==> config.mk <==
export PLATFORM = sky130hd
export DESIGN_NAME = pipe_ctrl
export DESIGN_NICKNAME = d
export VERILOG_FILES = /design/src/rtl/pipe_ctrl_pkg.sv /design/src/rtl/pipe_ctrl_fwd_unit.sv /design/src/rtl/pipe_ctrl.sv
export SDC_FILE = /design/constraint.sdc
export NUM_CORES = 1
export LEC_CHECK = 0
export ABC_AREA = 0
export ABC_CLOCK_PERIOD_IN_PS = 2570
export CORE_ASPECT_RATIO = 1.2
export CORE_MARGIN = 4
export CORE_UTILIZATION = 43
export DETAILED_ROUTE_END_ITERATION = 10
export PLACE_DENSITY = 0.8
export SLEW_MARGIN = 20
export SYNTH_ARGS = -nofsm -noshare
export SYNTH_HDL_FRONTEND = slang
export SYNTH_SLANG_ARGS = --single-unit
==> constraint.sdc <==
create_clock -name clk -period 2.57 [get_ports clk]
set_input_delay 0.257 -clock clk [delete_from_list [all_inputs] [get_ports clk]]
set_output_delay 0.257 -clock clk [all_outputs]
set_load 0.05 [all_outputs]
==> src/rtl/pipe_ctrl_pkg.sv <==
// Shared processor-pipeline definitions.
//   - FSM state encodings for the pipeline controller
//   - forwarding select codes (FWD_RF / FWD_MEM / FWD_WB)
//   - packed control-bundle type and its canonical values
//   - fwd_select(): operand-forwarding priority function
package pipe_ctrl_pkg;

    localparam logic [1:0] ST_RUN      = 2'd0;
    localparam logic [1:0] ST_MEM_WAIT = 2'd1;
    localparam logic [1:0] ST_ERR      = 2'd2;

    localparam logic [1:0] FWD_RF  = 2'b00;
    localparam logic [1:0] FWD_MEM = 2'b01;
    localparam logic [1:0] FWD_WB  = 2'b10;

    typedef struct packed {
        logic pc_en;
        logic if2id_en;
        logic id2ex_en;
        logic ex2mem_en;
        logic mem2wb_en;
        logic if2id_flush;
        logic id2ex_bubble;
        logic mem2wb_bubble;
    } ctrl_t;

    localparam ctrl_t CTRL_OFF      = ctrl_t'(8'b00000_000);
    localparam ctrl_t CTRL_RUN      = ctrl_t'(8'b11111_000);
    localparam ctrl_t CTRL_BRANCH   = ctrl_t'(8'b11111_110);
    localparam ctrl_t CTRL_LOAD_USE = ctrl_t'(8'b00111_010);
    // Freeze keeps mem2wb_en high so the NOP actually gets loaded into MEM2WB.
    localparam ctrl_t CTRL_FREEZE   = ctrl_t'(8'b00001_001);

    // MEM result wins over WB result; register 0 is hard-wired and never forwards.
    function automatic logic [1:0] fwd_select(
        input logic [4:0] src,
        input logic       mem_wb_en,
        input logic [4:0] mem_dest,
        input logic       wb_wb_en,
        input logic [4:0] wb_dest
    );
        if (mem_wb_en && (mem_dest != 5'd0) && (mem_dest == src))
            return FWD_MEM;
        else if (wb_wb_en && (wb_dest != 5'd0) && (wb_dest == src))
            return FWD_WB;
        else
            return FWD_RF;
    endfunction

endpackage

==> src/rtl/pipe_ctrl_fwd_unit.sv <==
// fwd_unit: combinational EX operand-forwarding selects.
//   ex_src1/ex_src2       : EX-stage source registers
//   mem_wb_en/mem_dest    : MEM-stage register write
//   wb_wb_en/wb_dest      : WB-stage register write
//   fwd_a/fwd_b           : operand selects (FWD_RF / FWD_MEM / FWD_WB)
module fwd_unit
    import pipe_ctrl_pkg::*;
(
    input  logic [4:0] ex_src1,
    input  logic [4:0] ex_src2,
    input  logic       mem_wb_en,
    input  logic [4:0] mem_dest,
    input  logic       wb_wb_en,
    input  logic [4:0] wb_dest,
    output logic [1:0] fwd_a,
    output logic [1:0] fwd_b
);

    logic [4:0] src [2];
    logic [1:0] sel [2];

    assign src[0] = ex_src1;
    assign src[1] = ex_src2;

    for (genvar gi = 0; gi < 2; gi++) begin : g_operand
        assign sel[gi] = fwd_select(src[gi], mem_wb_en, mem_dest, wb_wb_en, wb_dest);
    end

    assign fwd_a = sel[0];
    assign fwd_b = sel[1];

endmodule

==> src/rtl/pipe_ctrl.sv <==
// pipe_ctrl: hazard / stall / forwarding controller for a 5-stage pipeline.
//   clk, rst (sync, active-low)
//   id_*, ex_*           : operand/destination info for hazard detection
//   branch_taken         : EX resolved a taken branch
//   mem_*/wb_*           : write-back info for forwarding
//   mem_req/mem_ready    : data-memory handshake
//   *_en, *_flush, *_bubble : stage-register controls (combinational)
//   fwd_a/fwd_b          : EX operand selects (combinational)
//   stall_cnt            : saturating count of cycles with pc_en=0
//   mem_err              : sticky memory-timeout flag
module pipe_ctrl
    import pipe_ctrl_pkg::*;
#(
    parameter int TIMEOUT = 255
) (
    input  logic        clk,
    input  logic        rst,
    input  logic [4:0]  id_src1,
    input  logic [4:0]  id_src2,
    input  logic        id_two_src,
    input  logic [4:0]  ex_src1,
    input  logic [4:0]  ex_src2,
    input  logic        ex_mem_read,
    input  logic [4:0]  ex_dest,
    input  logic        branch_taken,
    input  logic        mem_wb_en,
    input  logic        wb_wb_en,
    input  logic [4:0]  mem_dest,
    input  logic [4:0]  wb_dest,
    input  logic        mem_req,
    input  logic        mem_ready,
    output logic        pc_en,
    output logic        if2id_en,
    output logic        id2ex_en,
    output logic        ex2mem_en,
    output logic        mem2wb_en,
    output logic        if2id_flush,
    output logic        id2ex_bubble,
    output logic        mem2wb_bubble,
    output logic [1:0]  fwd_a,
    output logic [1:0]  fwd_b,
    output logic [15:0] stall_cnt,
    output logic        mem_err
);

    localparam logic [7:0] TIMEOUT_W = 8'(TIMEOUT);

    logic [1:0]  state_q, state_d;
    logic [7:0]  wait_q, wait_d;
    logic [15:0] stall_cnt_q, stall_cnt_d;
    logic        mem_err_q, mem_err_d;
    ctrl_t       ctrl;
    logic        load_use;

    assign load_use = ex_mem_read && (ex_dest != 5'd0) &&
                      ((id_src1 == ex_dest) || (id_two_src && (id_src2 == ex_dest)));

    always_comb begin
        state_d   = state_q;
        wait_d    = wait_q;
        mem_err_d = mem_err_q;
        ctrl      = CTRL_RUN;
        case (state_q)
            ST_RUN: begin
                if (mem_req && !mem_ready) begin
                    ctrl    = CTRL_FREEZE;
                    state_d = ST_MEM_WAIT;
                    wait_d  = 8'd0;
                end else if (branch_taken) begin
                    ctrl = CTRL_BRANCH;
                end else if (load_use) begin
                    ctrl = CTRL_LOAD_USE;
                end
            end
            ST_MEM_WAIT: begin
                // Once the access is outstanding we wait on mem_ready alone.
                if (!mem_ready) begin
                    ctrl   = CTRL_FREEZE;
                    wait_d = wait_q + 8'd1;
                    if (wait_q == TIMEOUT_W) begin
                        state_d   = ST_ERR;
                        mem_err_d = 1'b1;
                    end
                end else begin
                    state_d = ST_RUN;
                end
            end
            ST_ERR: begin
                ctrl = CTRL_OFF;
            end
            default: begin
                ctrl    = CTRL_OFF;
                state_d = ST_RUN;
            end
        endcase
        if (!rst) begin
            ctrl = CTRL_OFF;
        end
    end

    always_comb begin
        stall_cnt_d = stall_cnt_q;
        if (!ctrl.pc_en && (state_q != ST_ERR) && (stall_cnt_q != 16'hFFFF)) begin
            stall_cnt_d = stall_cnt_q + 16'd1;
        end
    end

    always_ff @(posedge clk) begin
        if (!rst) begin
            state_q     <= ST_RUN;
            wait_q      <= 8'd0;
            stall_cnt_q <= 16'd0;
            mem_err_q   <= 1'b0;
        end else begin
            state_q     <= state_d;
            wait_q      <= wait_d;
            stall_cnt_q <= stall_cnt_d;
            mem_err_q   <= mem_err_d;
        end
    end

    fwd_unit u_fwd_unit (
        .ex_src1   (ex_src1),
        .ex_src2   (ex_src2),
        .mem_wb_en (mem_wb_en),
        .mem_dest  (mem_dest),
        .wb_wb_en  (wb_wb_en),
        .wb_dest   (wb_dest),
        .fwd_a     (fwd_a),
        .fwd_b     (fwd_b)
    );

    assign pc_en         = ctrl.pc_en;
    assign if2id_en      = ctrl.if2id_en;
    assign id2ex_en      = ctrl.id2ex_en;
    assign ex2mem_en     = ctrl.ex2mem_en;
    assign mem2wb_en     = ctrl.mem2wb_en;
    assign if2id_flush   = ctrl.if2id_flush;
    assign id2ex_bubble  = ctrl.id2ex_bubble;
    assign mem2wb_bubble = ctrl.mem2wb_bubble;
    assign stall_cnt     = stall_cnt_q;
    assign mem_err       = mem_err_q;

endmodule

== Word-level counts from Yosys, hierarchy flattened ==
Index checks and enable logic that the tools add are counted.
Storage, ports and cells
  input port bits: 44
  output and inout bits: 29
  word-level logic and storage cells: 62
  register bits after elaboration: 27
Operators by class
  bitwise logic cells: 2
  reduce and logical (&&, ||, !) cells: 23
  equal/unequal tests: 14
  add/sub/neg operators: 2
  multiplexer cells: 17
Operators with widths (number)
  8-bit 2-to-1 mux: 7
  8-bit one-hot mux with 2 select lines: 2
  5-bit equality test: 6
  16-bit by 1-bit adder with 16-bit output, second input constant: 1
  16-bit inequality test, second input constant: 1
  5-bit nonzero test: 3
  2-bit 2-to-1 mux: 7
  1-bit logical AND: 12
  3-bit AND reduction: 3
  8-bit by 1-bit adder with 8-bit output, second input constant: 1
  8-bit equality test, second input constant: 1
  2-bit inequality test, second input constant: 3
  2-bit one-hot mux with 3 select lines: 1
  3-bit inequality test, second input constant: 1
  2-bit by 1-bit equality test with 1-bit output, second input constant: 1
  2-bit equality test, second input constant: 1
  1-bit zero test: 2
  2-bit zero test: 1
  1-bit inverter: 2
  2-bit nonzero test: 1
  1-bit logical OR: 1

== Logic depth before layout (Yosys ltp) ==
  depth in word-level cells: 12
  depth in mapped cells: 9
  mapped depth without buffers: 7

== Modules after synthesis ==
From an unflattened synthesis, not the netlist that was laid out.
Unflattened totals
  cell total of the unflattened synthesis: 217
  area total of the unflattened synthesis: 1755.4 sq um
By module, submodules not included
  pipe_ctrl: times used 1, seq. area each 540.5 sq um, area an instance 1497.7 sq um, cells each 183
  fwd_unit: times used 1, seq. area each 0.0 sq um, area an instance 257.7 sq um, cells each 34

== Least setup slack after synthesis ==
Ideal clock, no wire load.
  path kind: input to output
  start: in mem_dest[1]
  end: out fwd_a[1]
  required time: 2.313 ns
  stages: 4
  data arrival time: 2.834 ns
  path buffers: 0
  slack: -0.521 ns
  path through: or4_1 > o21ai_0 > nor4_1 > nor4_1
On the way
  longest elaborated chain between the ends: 4
  elaborated cells between the ends (all ways): 5
  those cells by class: eq/ne (1); mux (1); reduce/logical (3)
RTL lines
  from (decl): RTL line pipe_ctrl.sv:28  | input logic [4:0] mem_dest,
  5-bit nonzero test: RTL line pipe_ctrl_pkg.sv:42  | if (mem_wb_en && (mem_dest != 5'd0) && (mem_dest == src))
  1-bit logical AND: RTL line pipe_ctrl_pkg.sv:42
  1-bit logical AND *: RTL line pipe_ctrl_pkg.sv:42
  2-bit 2-to-1 mux *: RTL line pipe_ctrl_pkg.sv:42
  to (decl): RTL line pipe_ctrl.sv:40  | output logic [1:0] fwd_a,
Mark *: on every way between the ends. The rest lies on a longest branch, timed or not.

== Final worst setup path ==
  start: in ex_dest[3]
  end: out id2ex_bubble
On the way
  longest elaborated chain between the ends: 9
  elaborated cells between the ends (all ways): 12
  those cells by class: eq/ne (2); mux (5); reduce/logical (5)
RTL lines
  from (decl): RTL line pipe_ctrl.sv:24  | input logic [4:0] ex_dest,
  5-bit equality test: RTL line pipe_ctrl.sv:56  | ((id_src1 == ex_dest) || (id_two_src && (id_src2 == ex_dest)));
  1-bit logical AND: RTL line pipe_ctrl.sv:56
  1-bit logical OR: RTL line pipe_ctrl.sv:56
  1-bit logical AND *: RTL line pipe_ctrl.sv:55  | assign load_use = ex_mem_read && (ex_dest != 5'd0) &&
  8-bit 2-to-1 mux *: RTL line pipe_ctrl.sv:71  | end else if (load_use) begin
  8-bit 2-to-1 mux *: RTL line pipe_ctrl.sv:69  | end else if (branch_taken) begin
  8-bit 2-to-1 mux *: RTL line pipe_ctrl.sv:65  | if (mem_req && !mem_ready) begin
  8-bit one-hot mux with 2 select lines *: RTL line pipe_ctrl.sv:63  | case (state_q)
  8-bit 2-to-1 mux *: RTL line pipe_ctrl.sv:96  | if (!rst) begin
  to (decl): RTL line pipe_ctrl.sv:38  | output logic id2ex_bubble,
Marks and branches as above.

==> metrics.md <==
| Metric | Value |
|---|---|
| Port-buffer cells | between 70 and 80 |
| Number of nets still failing antenna checks after routing | 0 |
| Total grt overflow | 0 |
| Cell-by-cell listing of the critical path | clkdlybuf4s50_1 > xor2_1 > nor4_1 > a32oi_1 > nor2_1 > nor2_1 > nor3_1 > buf_12 |
| Final weighted congestion in routability-driven placement | a little over 0.9 |
| DRC violation total after the first TritonRoute iteration | 64 |
| Setup Fix Bufs, Post-CTS | 0 |
| Number of enable flip-flop cells after synthesis | 0 |
| All-Layer GR Usage | between 10% and 20% |
| Number of resized instances in the post-cts repair step | 0 |
| Count of endpoints failing hold in the final timing report | 0 |
| Type of the most critical hold path | reg -> reg |
| Synth Net Count | 260 |
| Synthesized area divided by synthesized cell count | ~8.0 sq um |
| Arrival @ worst endpoint | between 2 and 2.5 ns |
| Remaining DRCs | 0 |
| Die Wd | 65.7 microns |
| Peak clock frequency supported by timing | 411 MHz |
| Diode insertion count for antenna repair | 0 |
| Number of vias per cell after detailed routing | 5.38 |
| Post-Syn Instances | 214 |
| Final Hold Slack | between 0.4 and 0.5 ns |
| Critical Path Source Type | input port |
| Switch share | a little under a third |
| Number of global-route vias before repair | between 1500 and 2000 |
| Maximum fanout count along the critical path | 3 |
| Leakage | between 0.9 and 1 nW |
| Number of distinct standard cells referenced by the synthesized netlist | 36 |
| Buffers plus inverters on the worst setup path | 2 |
| Combinational fraction of design power | roughly 29% |
| Total area of multi-input combinational cells | about 0.0011 sq mm |
| DP HPWL | slightly below 4000 microns |
| Max Slew Vio Count | 0 |
| Placed cell count | 334 |
| Area taken by flip-flops and latches | approximately 540 sq um |
| Relative contribution of sequential cells to total power | 44.9% |
| Worst Skew | 0.00386 ns |
| Internal power | 0.676 mW |
| Non-filler cells in the finished layout | approximately 340 |
| Drt first pass iters | 4 |
| Biggest area consumer among synthesized cells | dfxtp_1 |
| Layout overhead on the synthesized area | 54.0% |
| Dominant synthesized flop cell | dfxtp_1 |
| Maximum number of pins on one net before global-route repair | 31 |
| Max stage delay on crit path | between 0.4 and 0.5 ns |
| Power density over the cells | between 300 and 400 mW/mm^2 |
| CTS root buf | clkbuf_8 |
| Starting Density | between 40 and 50% |
| TritonCTS clock tree | yes |
| Via Count | 1820 |
| Setup Crit Path Kind | in -> out |
| Synth top cells by count | xor2_1, dfxtp_1, a21oi_1, nor2_1, o21ai_0 |
| Power Total | 0.966 mW |
| Final sum of negative setup slack | 0 ns |
| Number of failing setup endpoints in the final timing report | 0 |
| Worst-path clk slew | about 0.10 ns |
| Clk sinks | 27 |
| Worst-margin pin slew | approximately 0.50 ns |
| Cts hold-fix bufs | 0 |
| Initial antenna violation count | 0 |
| Clock Tree Buf Depth | 2 |
| Number of synthesis warnings | 0 |
| Placeable core area | between 0.003 and 0.004 sq mm |
| Outcome | completed |
| Die Area | between 0.005 and 0.006 sq mm |
| Maximum vdd ir drop | roughly 0.27 mV |
| Kind of end point of the critical path | output pin |
| I/O pin cnt | 73 |
| Net count reported at finish | ~330 |
| Clk_lat worst skew | about 0.28 ns |
| Cell family with most CP delay | simple AND/OR/NAND/NOR gates |
| Async SR Flop Fraction | 0% |
| Synth top area share | 31.4% |
| CP most frequent cell | nor2_1 |
| Cts bufs inserted | 3 |
| Fraction of the yosys area taken by sequential cells | 31.4% |
| Final critical delay including setup and external delays | 2.44 ns |
| Number of synthesized register bits | 27 |
| Standard cell with the maximum stage delay on the critical path | clkdlybuf4s50_1 |
| Share of total power in the clock network | 25.7% |
| Max-cap violations | 0 |
| Number of standard-cell rows in the floorplan | 24 |
| Synthesized area | ~0.0017 sq mm |
| Height of the chip | between 70 and 80 microns |
| Core Util, Final | a little over two thirds |
| Number of fill cells in the layout | 324 |
| Share of cells above drive strength 1 | under 10% |
| H-tree depth | 1 |
| Most area-consuming cells after synthesis | dfxtp_1, xor2_1, a21oi_1 |
| Unrepaired setup endpoints after global routing | no |
| Portion of the clock cycle consumed by the worst path in the final layout | 94.8% |
| Most frequently used cell type in the post-synthesis netlist | xor2_1 |
| Mean routed wirelength per cell | about 14 microns |
| Total length of routed wires | 4870 microns |
| Data required time of the critical path | 2.31 ns |
| Worst-case headroom to the max-slew limit | 66.3% |
| Net switching power | 0.290 mW |
| First-pass GRT wire length | approximately 8100 microns |
## through the flow
step | instance area, sq um | setup WS, ns
5_1_grt | 2650 | 0.0416
6_report | 2650 | 0.134
2_1_floorplan | 1750 | 0.142
4_1_cts | 2650 | 0.0966
3_5_place_dp | 2600 | -0.00780
3_3_place_gp | 2600 | 0.0850
## registers in the layout, indices dropped and copies added (netlist names)
register	cells
state_q	2
stall_cnt	16
mem_err	1
wait_q	8
## cell usage in the layout (no fill, tap or decap), drive strengths merged, types with 3 or more instances in the layout
| cell | instances |
|---|---|
| a21oi | 18 |
| and3 | 3 |
| and4 | 3 |
| buf | 16 |
| clkbuf | 3 |
| clkdlybuf4s50 | 60 |
| dfxtp | 27 |
| inv | 5 |
| nand2 | 11 |
| nand3 | 11 |
| nand4 | 5 |
| nor2 | 18 |
| nor3 | 4 |
| nor4 | 5 |
| o21ai | 16 |
| o31ai | 5 |
| or3 | 11 |
| or4 | 10 |
| xnor2 | 7 |
| xor2 | 28 |
## power groups by stage
stage / clock, mW / sequential, mW / combinational (mW)
floorplan: 0 / 0.457 / 0.121
global placement: 0 / 0.442 / 0.279
detailed placement: 0 / 0.443 / 0.284
CTS: 0.251 / 0.434 / 0.285
global route: 0.272 / 0.435 / 0.304
finish: 0.248 / 0.434 / 0.284
## cell type report
class                           instances  area share [%]
Clock buffer                            3            1.56
Clock inverter                          1           0.283
Inverter                                5           0.708
Multi-Input combinational cell        174            43.2
Sequential cell                        27            20.4
Tap cell                               52            2.46
Timing Repair Buffer                   76            31.4
## cells by family (layout without fill, tap and decap cells)
| family | Yosys count | in the layout | share of synthesized area, % |
|---|---|---|---|
| AO/OA/AOI/OAI | 49 | 49 | 16.6 |
| XOR/XNOR | 35 | 35 | 17.8 |
| adder cells (fa/ha/maj) | 2 | 2 | 1.45 |
| buffers and inverters | 13 | 85 | 3.71 |
| flip-flops | 27 | 27 | 31.4 |
| multiplexers | 1 | 1 | 0.582 |
| AND/OR/NAND/NOR | 87 | 87 | 28.4 |
## final timing paths
path / end / depth (start not counted) / slack [ns] / startpoint
max: id2ex_bubble / 8 / 0.13 / ex_dest[3]
min: wait_q[5]$_SDFFE_PN0P_ / 2 / 0.49 / wait_q[5]$_SDFFE_PN0P_
max reg2reg: stall_cnt[13]$_SDFFE_PN0P_ / 8 / 0.20 / stall_cnt[0]$_SDFFE_PN0P_
min reg2reg: wait_q[5]$_SDFFE_PN0P_ / 2 / 0.49 / wait_q[5]$_SDFFE_PN0P_
## worst register-to-register path, delay by kind of cell (launching register included)
| family | cells | cell delay [ns] |
|---|---|---|
| flip-flops | 1 | 0.37 |
| AO/OA/AOI/OAI | 3 | 0.64 |
| buffers and inverters | 1 | 0.17 |
| AND/OR/NAND/NOR | 3 | 0.89 |
| adder cells (fa/ha/maj) | 1 | 0.25 |
## metal layers
metal	share of wire (%)	wire, microns	GRT usage [%]
met5	0	0	0
met4	1.3	64	5.60
met3	4.7	229	3.65
met2	49	2410	34.5
met1	45	2170	24.2
Power figures use the tool's default switching activity.
